<file path="src/rtl/cfg_loader_pkg.sv">
// Shared constants, state encoding and helpers for the UART-driven configuration RAM loader.
package cfg_loader_pkg;

  localparam logic [7:0] Header = 8'hAA;

  localparam logic [7:0] UnitNs = 8'd1;
  localparam logic [7:0] UnitUs = 8'd2;
  localparam logic [7:0] UnitMs = 8'd3;

  localparam logic [1:0] ErrNone = 2'd0;
  localparam logic [1:0] ErrChan = 2'd1;
  localparam logic [1:0] ErrUnit = 2'd2;
  localparam logic [1:0] ErrCsum = 2'd3;

  localparam int unsigned PayLen     = 7;
  localparam logic [2:0]  LastIdx    = 3'd6;
  localparam logic [2:0]  WrEnd      = 3'd7;
  localparam logic [2:0]  UnitDlyIdx = 3'd1;
  localparam logic [2:0]  UnitDurIdx = 3'd4;

  typedef enum logic [2:0] {
    StIdle,
    StChan,
    StPayload,
    StCsum,
    StWrite,
    StDone
  } state_e;

  function automatic logic unit_ok(logic [7:0] u);
    return (u >= UnitNs) && (u <= UnitMs);
  endfunction

  // Channel records are laid out downwards from top_base; wraps modulo 256.
  function automatic logic [7:0] chan_base(logic [7:0] ch, logic [7:0] top_base,
                                           logic [7:0] stride);
    return top_base - stride * (ch - 8'd1);
  endfunction

endpackage

</file>
<file path="src/rtl/cfg_frame_timer.sv">
// Inter-byte timeout counter: expires after TIMEOUT consecutive enabled cycles without clear.
module cfg_frame_timer #(
  parameter logic [15:0] TIMEOUT = 16'd50000
) (
  input  logic clk_CFG,
  input  logic rst_n,
  input  logic enable,
  input  logic clear,
  output logic expired
);

  logic [15:0] cnt_q;
  logic        at_limit;

  assign at_limit = (cnt_q == TIMEOUT - 16'd1);
  assign expired  = enable && !clear && at_limit;

  always_ff @(posedge clk_CFG or negedge rst_n) begin
    if (!rst_n) begin
      cnt_q <= '0;
    end else if (!enable || clear) begin
      cnt_q <= '0;
    end else if (!at_limit) begin
      cnt_q <= cnt_q + 16'd1;
    end
  end

endmodule

</file>
<file path="src/rtl/cfg_loader.sv">
// Receives framed channel records from a UART, verifies them and writes them into the
// configuration RAM only once the checksum has been accepted.
module cfg_loader
  import cfg_loader_pkg::*;
#(
  parameter int unsigned NUM_CH   = 16,
  parameter int unsigned STRIDE   = 7,
  parameter int unsigned TOP_BASE = 105,
  parameter logic [15:0] TIMEOUT  = 16'd50000
) (
  input  logic       clk_CFG,
  input  logic       rst_n,
  input  logic [7:0] rx_data,
  input  logic       rx_valid,
  output logic [7:0] w_addr,
  output logic [7:0] ram_data,
  output logic       write,
  output logic       busy,
  output logic       done,
  output logic       err,
  output logic [1:0] err_code
);

  state_e     state_q;
  logic [2:0] idx_q;
  logic [7:0] pay_q [PayLen];
  logic [7:0] csum_q;
  logic [7:0] base_q;
  logic       unit_bad_q;
  logic       frame_active;
  logic       timeout_hit;

  assign frame_active = (state_q == StChan) || (state_q == StPayload) || (state_q == StCsum);
  assign busy         = (state_q != StIdle);

  cfg_frame_timer #(
    .TIMEOUT(TIMEOUT)
  ) u_frame_timer (
    .clk_CFG(clk_CFG),
    .rst_n  (rst_n),
    .enable (frame_active),
    .clear  (rx_valid),
    .expired(timeout_hit)
  );

  always_ff @(posedge clk_CFG or negedge rst_n) begin
    if (!rst_n) begin
      state_q    <= StIdle;
      write      <= 1'b1;
      w_addr     <= '0;
      ram_data   <= '0;
      done       <= 1'b0;
      err        <= 1'b0;
      err_code   <= ErrNone;
      idx_q      <= '0;
      csum_q     <= '0;
      base_q     <= '0;
      unit_bad_q <= 1'b0;
      pay_q      <= '{default: '0};
    end else begin
      done <= 1'b0;
      err  <= 1'b0;
      case (state_q)
        StIdle: begin
          if (rx_valid && rx_data == Header) state_q <= StChan;
        end
        StChan: begin
          if (timeout_hit) begin
            state_q <= StIdle;
          end else if (rx_valid) begin
            if (rx_data == 8'd0 || {24'd0, rx_data} > NUM_CH) begin
              err      <= 1'b1;
              err_code <= ErrChan;
              state_q  <= StIdle;
            end else begin
              base_q     <= chan_base(rx_data, 8'(TOP_BASE), 8'(STRIDE));
              csum_q     <= rx_data;
              unit_bad_q <= 1'b0;
              idx_q      <= '0;
              state_q    <= StPayload;
            end
          end
        end
        StPayload: begin
          if (timeout_hit) begin
            idx_q   <= '0;
            state_q <= StIdle;
          end else if (rx_valid) begin
            // Header-valued bytes land here as ordinary payload; no resync mid-frame.
            pay_q[idx_q] <= rx_data;
            csum_q       <= csum_q ^ rx_data;
            if ((idx_q == UnitDlyIdx || idx_q == UnitDurIdx) && !unit_ok(rx_data)) begin
              unit_bad_q <= 1'b1;
            end
            if (idx_q == LastIdx) begin
              idx_q   <= '0;
              state_q <= StCsum;
            end else begin
              idx_q <= idx_q + 3'd1;
            end
          end
        end
        StCsum: begin
          if (timeout_hit) begin
            state_q <= StIdle;
          end else if (rx_valid) begin
            if (rx_data != csum_q) begin
              err      <= 1'b1;
              err_code <= ErrCsum;
              state_q  <= StIdle;
            end else if (unit_bad_q) begin
              err      <= 1'b1;
              err_code <= ErrUnit;
              state_q  <= StIdle;
            end else begin
              write    <= 1'b0;
              w_addr   <= base_q;
              ram_data <= pay_q[0];
              idx_q    <= 3'd1;
              state_q  <= StWrite;
            end
          end
        end
        StWrite: begin
          // No backpressure: a byte arriving now is lost and reported as an overrun.
          if (rx_valid) begin
            err      <= 1'b1;
            err_code <= ErrCsum;
          end
          if (idx_q == WrEnd) begin
            write   <= 1'b1;
            done    <= 1'b1;
            idx_q   <= '0;
            state_q <= StDone;
          end else begin
            write    <= 1'b0;
            w_addr   <= base_q + {5'd0, idx_q};
            ram_data <= pay_q[idx_q];
            idx_q    <= idx_q + 3'd1;
          end
        end
        StDone: begin
          if (rx_valid) begin
            err      <= 1'b1;
            err_code <= ErrCsum;
          end
          state_q <= StIdle;
        end
        default: state_q <= StIdle;
      endcase
    end
  end

endmodule

</file>
<file path="config.mk">
export PLATFORM = sky130hd
export DESIGN_NAME = cfg_loader
export DESIGN_NICKNAME = d
export VERILOG_FILES = /design/src/rtl/cfg_loader_pkg.sv /design/src/rtl/cfg_frame_timer.sv /design/src/rtl/cfg_loader.sv
export SDC_FILE = /design/constraint.sdc
export NUM_CORES = 1
export LEC_CHECK = 0
export ABC_AREA = 1
export CORE_MARGIN = 10
export CORE_UTILIZATION = 42
export CTS_BUF_LIST = sky130_fd_sc_hd__clkbuf_16
export CTS_CLUSTER_SIZE = 40
export DETAILED_ROUTE_END_ITERATION = 6
export GPL_TIMING_DRIVEN = 0
export HOLD_SLACK_MARGIN = 0.03
export MAX_ROUTING_LAYER = met4
export PLACE_DENSITY_LB_ADDON = 0.05
export REMOVE_ABC_BUFFERS = 1
export SYNTH_ARGS = -nofsm -noshare
export SYNTH_HDL_FRONTEND = slang
export SYNTH_SLANG_ARGS = --single-unit
</file>
<file path="constraint.sdc">
create_clock -name clk_CFG -period 3.5 [get_ports clk_CFG]
set_input_delay 0.7 -clock clk_CFG [delete_from_list [all_inputs] [get_ports clk_CFG]]
set_output_delay 0.7 -clock clk_CFG [all_outputs]
set_load 0.005 [all_outputs]
</file>
After elaboration in Yosys (flattened, before gate mapping)

Cells that the tools add are included.

Output and inout port bits: 22
Bits of input ports: 11
Register bits: 116

Order comparisons: 5
Equality and inequality tests: 33
Add/sub/neg operators: 5
Mux-type cells: 83
Multipliers: 1
Reduce and logical (&&, ||, !) cells: 31
Bitwise operators: 4

Operator list:

| kind                                                                                 | count |
|---|---|
| 8-bit two-way mux                                                                    | 18 |
| 3-bit two-way mux                                                                    | 22 |
| 56-bit bitwise mux                                                                   | 1 |
| 8-bit one-hot mux with 2 select lines                                                | 3 |
| 16-bit two-way mux                                                                   | 2 |
| 2-bit != test (second input constant)                                                | 13 |
| 8-bit binary-select mux with 3-bit select                                            | 1 |
| 8-bit demux with 3-bit select                                                        | 1 |
| 1-bit two-way mux                                                                    | 20 |
| 2-bit two-way mux                                                                    | 9 |
| 6-bit AND reduction                                                                  | 3 |
| 16-bit by 1-bit adder with 16-bit output (second input constant)                     | 1 |
| 16-bit == test (second input constant)                                               | 1 |
| 3-bit == test (second input constant)                                                | 5 |
| 3-bit one-hot mux with 5 select lines                                                | 1 |
| 3-bit one-hot mux with 4 select lines                                                | 1 |
| 3-bit != test (second input constant)                                                | 3 |
| 9-bit AND reduction                                                                  | 1 |
| 8-bit by 3-bit adder with 8-bit output                                               | 1 |
| 8-bit == test (second input constant)                                                | 1 |
| 8-bit by 1-bit greater-or-equal comparator with 1-bit output (second input constant) | 1 |
| 8-bit by 5-bit greater-than comparator with 1-bit output (second input constant)     | 1 |
| 8-bit by 2-bit less-or-equal comparator with 1-bit output (second input constant)    | 1 |
| 8-bit logical NOT                                                                    | 1 |
| 30 further kinds                                                                     | 50 |

Longest topological paths before layout

Depth after elaboration: 8
Mapped depth: 22
Depth with buffers taken out: 21

By module

A second synthesis with hierarchy kept.

Cells, all modules: 870
Area total of the unflattened synthesis: 6800.3 um^2

Modules (own cells, without submodules):

| module          | instances | cells an instance | area each (um^2) | sequential area each (um^2) |
|---|---|---|---|---|
| cfg_loader      | 1         | 721               | 5790.6           | 2503.7 |
| cfg_frame_timer | 1         | 149               | 1009.7           | 400.4 |

Worst setup path after synthesis

Ideal clock, no wire load.

Kind: input to register
Start: input port rx_data[2]
End: register base_q[7]
Setup time: 0.120 ns
Required time: 3.380 ns
Data arrival time: 3.466 ns
Stages: 17
Slack: -0.087 ns
Path through: buf_4 nor2_1 nand2_1 xor2_1 inv_1 fa_1 ha_1 or2_2 ha_1 a21oi_1 nand2_1 nor2b_1 nand2_1 nand2_1 nand3_1 nand3_1 nand2_1

Word-level cells in the longest chain between the ends: 4
Elaborated cells on any way between the ends: 8

RTL lines:

| what                                                                                                | RTL line         | text |
|---|---|---|
| start, declared                                                                                     | cfg_loader.sv:13 | `input logic [7:0] rx_data,` |
| parallel branches: the longest is 4 deep, another holds 8-bit by 1-bit subtractor with 8-bit output | -                |  |
| end signal, assigned                                                                                | cfg_loader.sv:76 | `base_q <= chan_base(rx_data, 8'(TOP_BASE), 8'(STRIDE));` |
| end, declared                                                                                       | cfg_loader.sv:28 | `logic [7:0] base_q;` |

Parallel ways; which one is timed is not known.
A chain may end at the register's enable or synchronous reset.

Final worst setup path

Start: input port rx_data[0]
End: register base_q[7]

Same word-level chain as after synthesis.

==> results.md <==
* CTS tree: yes
* Most common library cells after synthesis: nand2_1 (220), dfrtp_1 (115), inv_1 (109), nor2_1 (84), o21ai_0 (78)
* Clk buf depth at 2
* Worst-margin pin slew at 1000 ps
* Asr flop ratio synth at 1.00
* Post-Syn Area per Cell at ~7.7 µm²
* Yosys warnings at 0
* CP Capture Type: register
* Cell Pwr Density at 637 nW/µm²
* Vias per inst at around 5.2
* Synth top area share at 0.419
* Total Wirelength at 17,600 µm
* Crit path time final at 3280 ps
* # fillers at between 1.5k and 2k
* Nets at 949
* CP arrival at 3570 ps
* Area of the core at about 16,000 µm²
* Clk pin slew, worst setup/hold paths at roughly 50 ps
* Die width at 148 µm
* Pin count of the biggest net entering global routing at 94
* Leading area contributor after synthesis: dfrtp_1
* H-tree depth at 4
* Site row count at 46
* Max-slew headroom at 0.329
* Total of max-cap violations at 0
* Top post-synthesis cells by area: dfrtp_1 (42%), nand2_1 (12%), inv_1 (6.0%)
* Vias in the first global route at around 5.7k
* Post-CTS Hold Buffers at 0
* Unrepaired setup endpoints after global routing: no
* 1st-iter DRT viols at roughly 440
* Drt first pass iters at 5
* CTS buffer count at 17
* Clock Tree Root: clkbuf_16
* Initial antenna violation count at 0
* Worst vdd ir at between 300 and 400 µV
* Mapped cell area at between 6000 and 7000 µm²
* Max Fclk at roughly 310 MHz
* Reg area at 2910 µm²
* Hold Slack at approximately 140 ps
* Clk sinks at 116
* Layout cells sized above 1 at 0.0890
* Leak at about 3.7 nW
* Synth unique cells at 47
* Flops & latches, synth at between 100 and 150
* Worst-path maximum fanout at 11
* R2R depth at 4
* GRT Total Usage at 0.172
* Post-synthesis sequential area ratio at 0.423
* Crit path kind: input pin to register
* Vias post-DR at 5,859
* Synth-to-Final Area Change at 15.1%
* GPL Wtd Cong at around 0.89
* Tcrit/Tclk final at 0.936
* Chip Height at around 150 µm
* Final setup violating endpoints at 0
* DRC at 0
* N_diodes at 0
* Cell count after synthesis at 886
* Post-synth EDFFs at 0
* Synth Flop Type: dfrtp_1
* First-pass GRT wire length at around 29,000 µm
* Slew Viols, Final at 0
* WP data required at about 3800 ps
* Top-count cell post-synth: nand2_1
* Post-route ant nets at 0
* Top Ports at 33
* Utilization after layout at 0.495
* Area of the multi-input gates at 3340 µm²
* Total negative slack at 0 ps
* IO Port Bufs at 32
* Initial Util at 0.430
* Die area at 21,800 µm²
* Clk_skew at between 8 and 9 ps
* Worst skew pair latency at between 400 and 500 ps
* Worst min path class: input pin to asynchronous set/reset pin
* Final hold violations at 0
* Total Power at about 0.005 W
* Outcome: completed
* Total gr overflow at 0
* Startpoint Class: input pin
* DR WL/cell at approximately 15 µm
* DP Wirelength at roughly 12,000 µm
-- metrics by stage --
step	worst slack, ps	cells	area, µm²
detailed placement	-1370	1102	7270
global route	11.6	1137	7900
global placement	-2860	1101	7240
floorplan	57.1	853	6650
finish	223	1137	7900
CTS	15.1	1135	7870
-- critical path, stage by stage --
cell and delay (ps):
buf_6 160, inv_8 70, ha_1 240, nand2_1 130
xor2_2 200, inv_2 100, fa_1 410, ha_1 200
or2_2 290, ha_1 330, nand2_1 90, inv_1 50
nand2_1 70, nand2_1 50, nor2b_1 110, nand2_1 60
nand2_1 70, nand3_1 80, nand3_1 90, nand2_1 50
-- final cells by class --
cell class                      count  area share
Clock buffer                       17      0.0539
Clock inverter                     15      0.0177
Inverter                          119      0.0585
Multi-Input combinational cell    618       0.423
Sequential cell                   116       0.368
Tap cell                          216      0.0342
Timing Repair Buffer               36      0.0452
-- logic make-up after synthesis --
family          after synthesis  synth area share
compound gates              174             0.141
xor+xnor                     13            0.0166
fa+ha+maj                    30            0.0613
buf+inv                     152            0.0963
flops                       116             0.423
mux                           3           0.00438
simple gates                398             0.258
-- placed cells by master (no fill, tap or decap), drive strengths merged, types with 2 or more instances in the layout --
cell type	instances
or2	4
o22ai	6
o21a	3
a31oi	2
inv	117
fa	6
ha	24
nand3b	2
bufinv	2
nor3	14
mux2i	3
o211ai	22
nand4	13
nand3	42
clkinv	10
dfrtp	115
xnor2	4
clkdlybuf4s50	25
buf	8
a21oi	42
clkinvlp	5
clkbuf	20
xor2	9
o21ai	93
nor4	7
nor2	90
nand2	223
-- where the power goes --
group          total (W)  leakage [nW]  internal [W]  switching [W]
Sequential       0.00190          1.45       0.00164       0.000258
Clock            0.00166         0.261       0.00103       0.000621
Combinational    0.00147          1.95      0.000665       0.000806
Total            0.00503          3.66       0.00334        0.00169
-- flip-flops by register name (all words and copies together) (netlist names), 2 cells and up --
name / count
err_code: 2
pay_q: 56
state_q: 3
ram_data: 8
base_q: 8
csum_q: 8
u_frame_timer.cnt_q: 16
w_addr: 8
idx_q: 3
-- path summary, 6_finish.rpt --
path                                      endpoint  slack [ps]                     from
max in group asynchronous        write$_DFFE_PN1P_        2600                    rst_n
min in group clk_CFG       ram_data[5]$_DFFE_PN0P_         480  ram_data[5]$_DFFE_PN0P_
hold reg to reg            ram_data[5]$_DFFE_PN0P_         480  ram_data[5]$_DFFE_PN0P_
hold / removal             ram_data[3]$_DFFE_PN0P_         140                    rst_n
setup reg to reg              pay_q[5]$_DFFE_PN0P_         730     idx_q[0]$_DFFE_PN0P_
setup / recovery             base_q[7]$_DFFE_PN0P_         220               rx_data[0]
-- what timing repair did --
action | in CTS | in global routing
endpoints found under the setup margin | 5 | 3
cloned | 0 | 0
gates resized for setup | 26 | 18
pin swaps | 0 | 1
buffers inserted | 1 | 2
-- routing by layer --
| layer | up-vias | share of wire | track usage |
|---|---|---|---|
| li1 | 2922 | - | - |
| met1 | 2773 | 0.48 | 0.220 |
| met2 | 132 | 0.46 | 0.260 |
| met3 | 32 | 0.040 | 0.0366 |
| met4 | 0 | 0.024 | 0.0659 |
| met5 | - | 0 | - |
No activity file was read; power rests on OpenSTA's default activity.
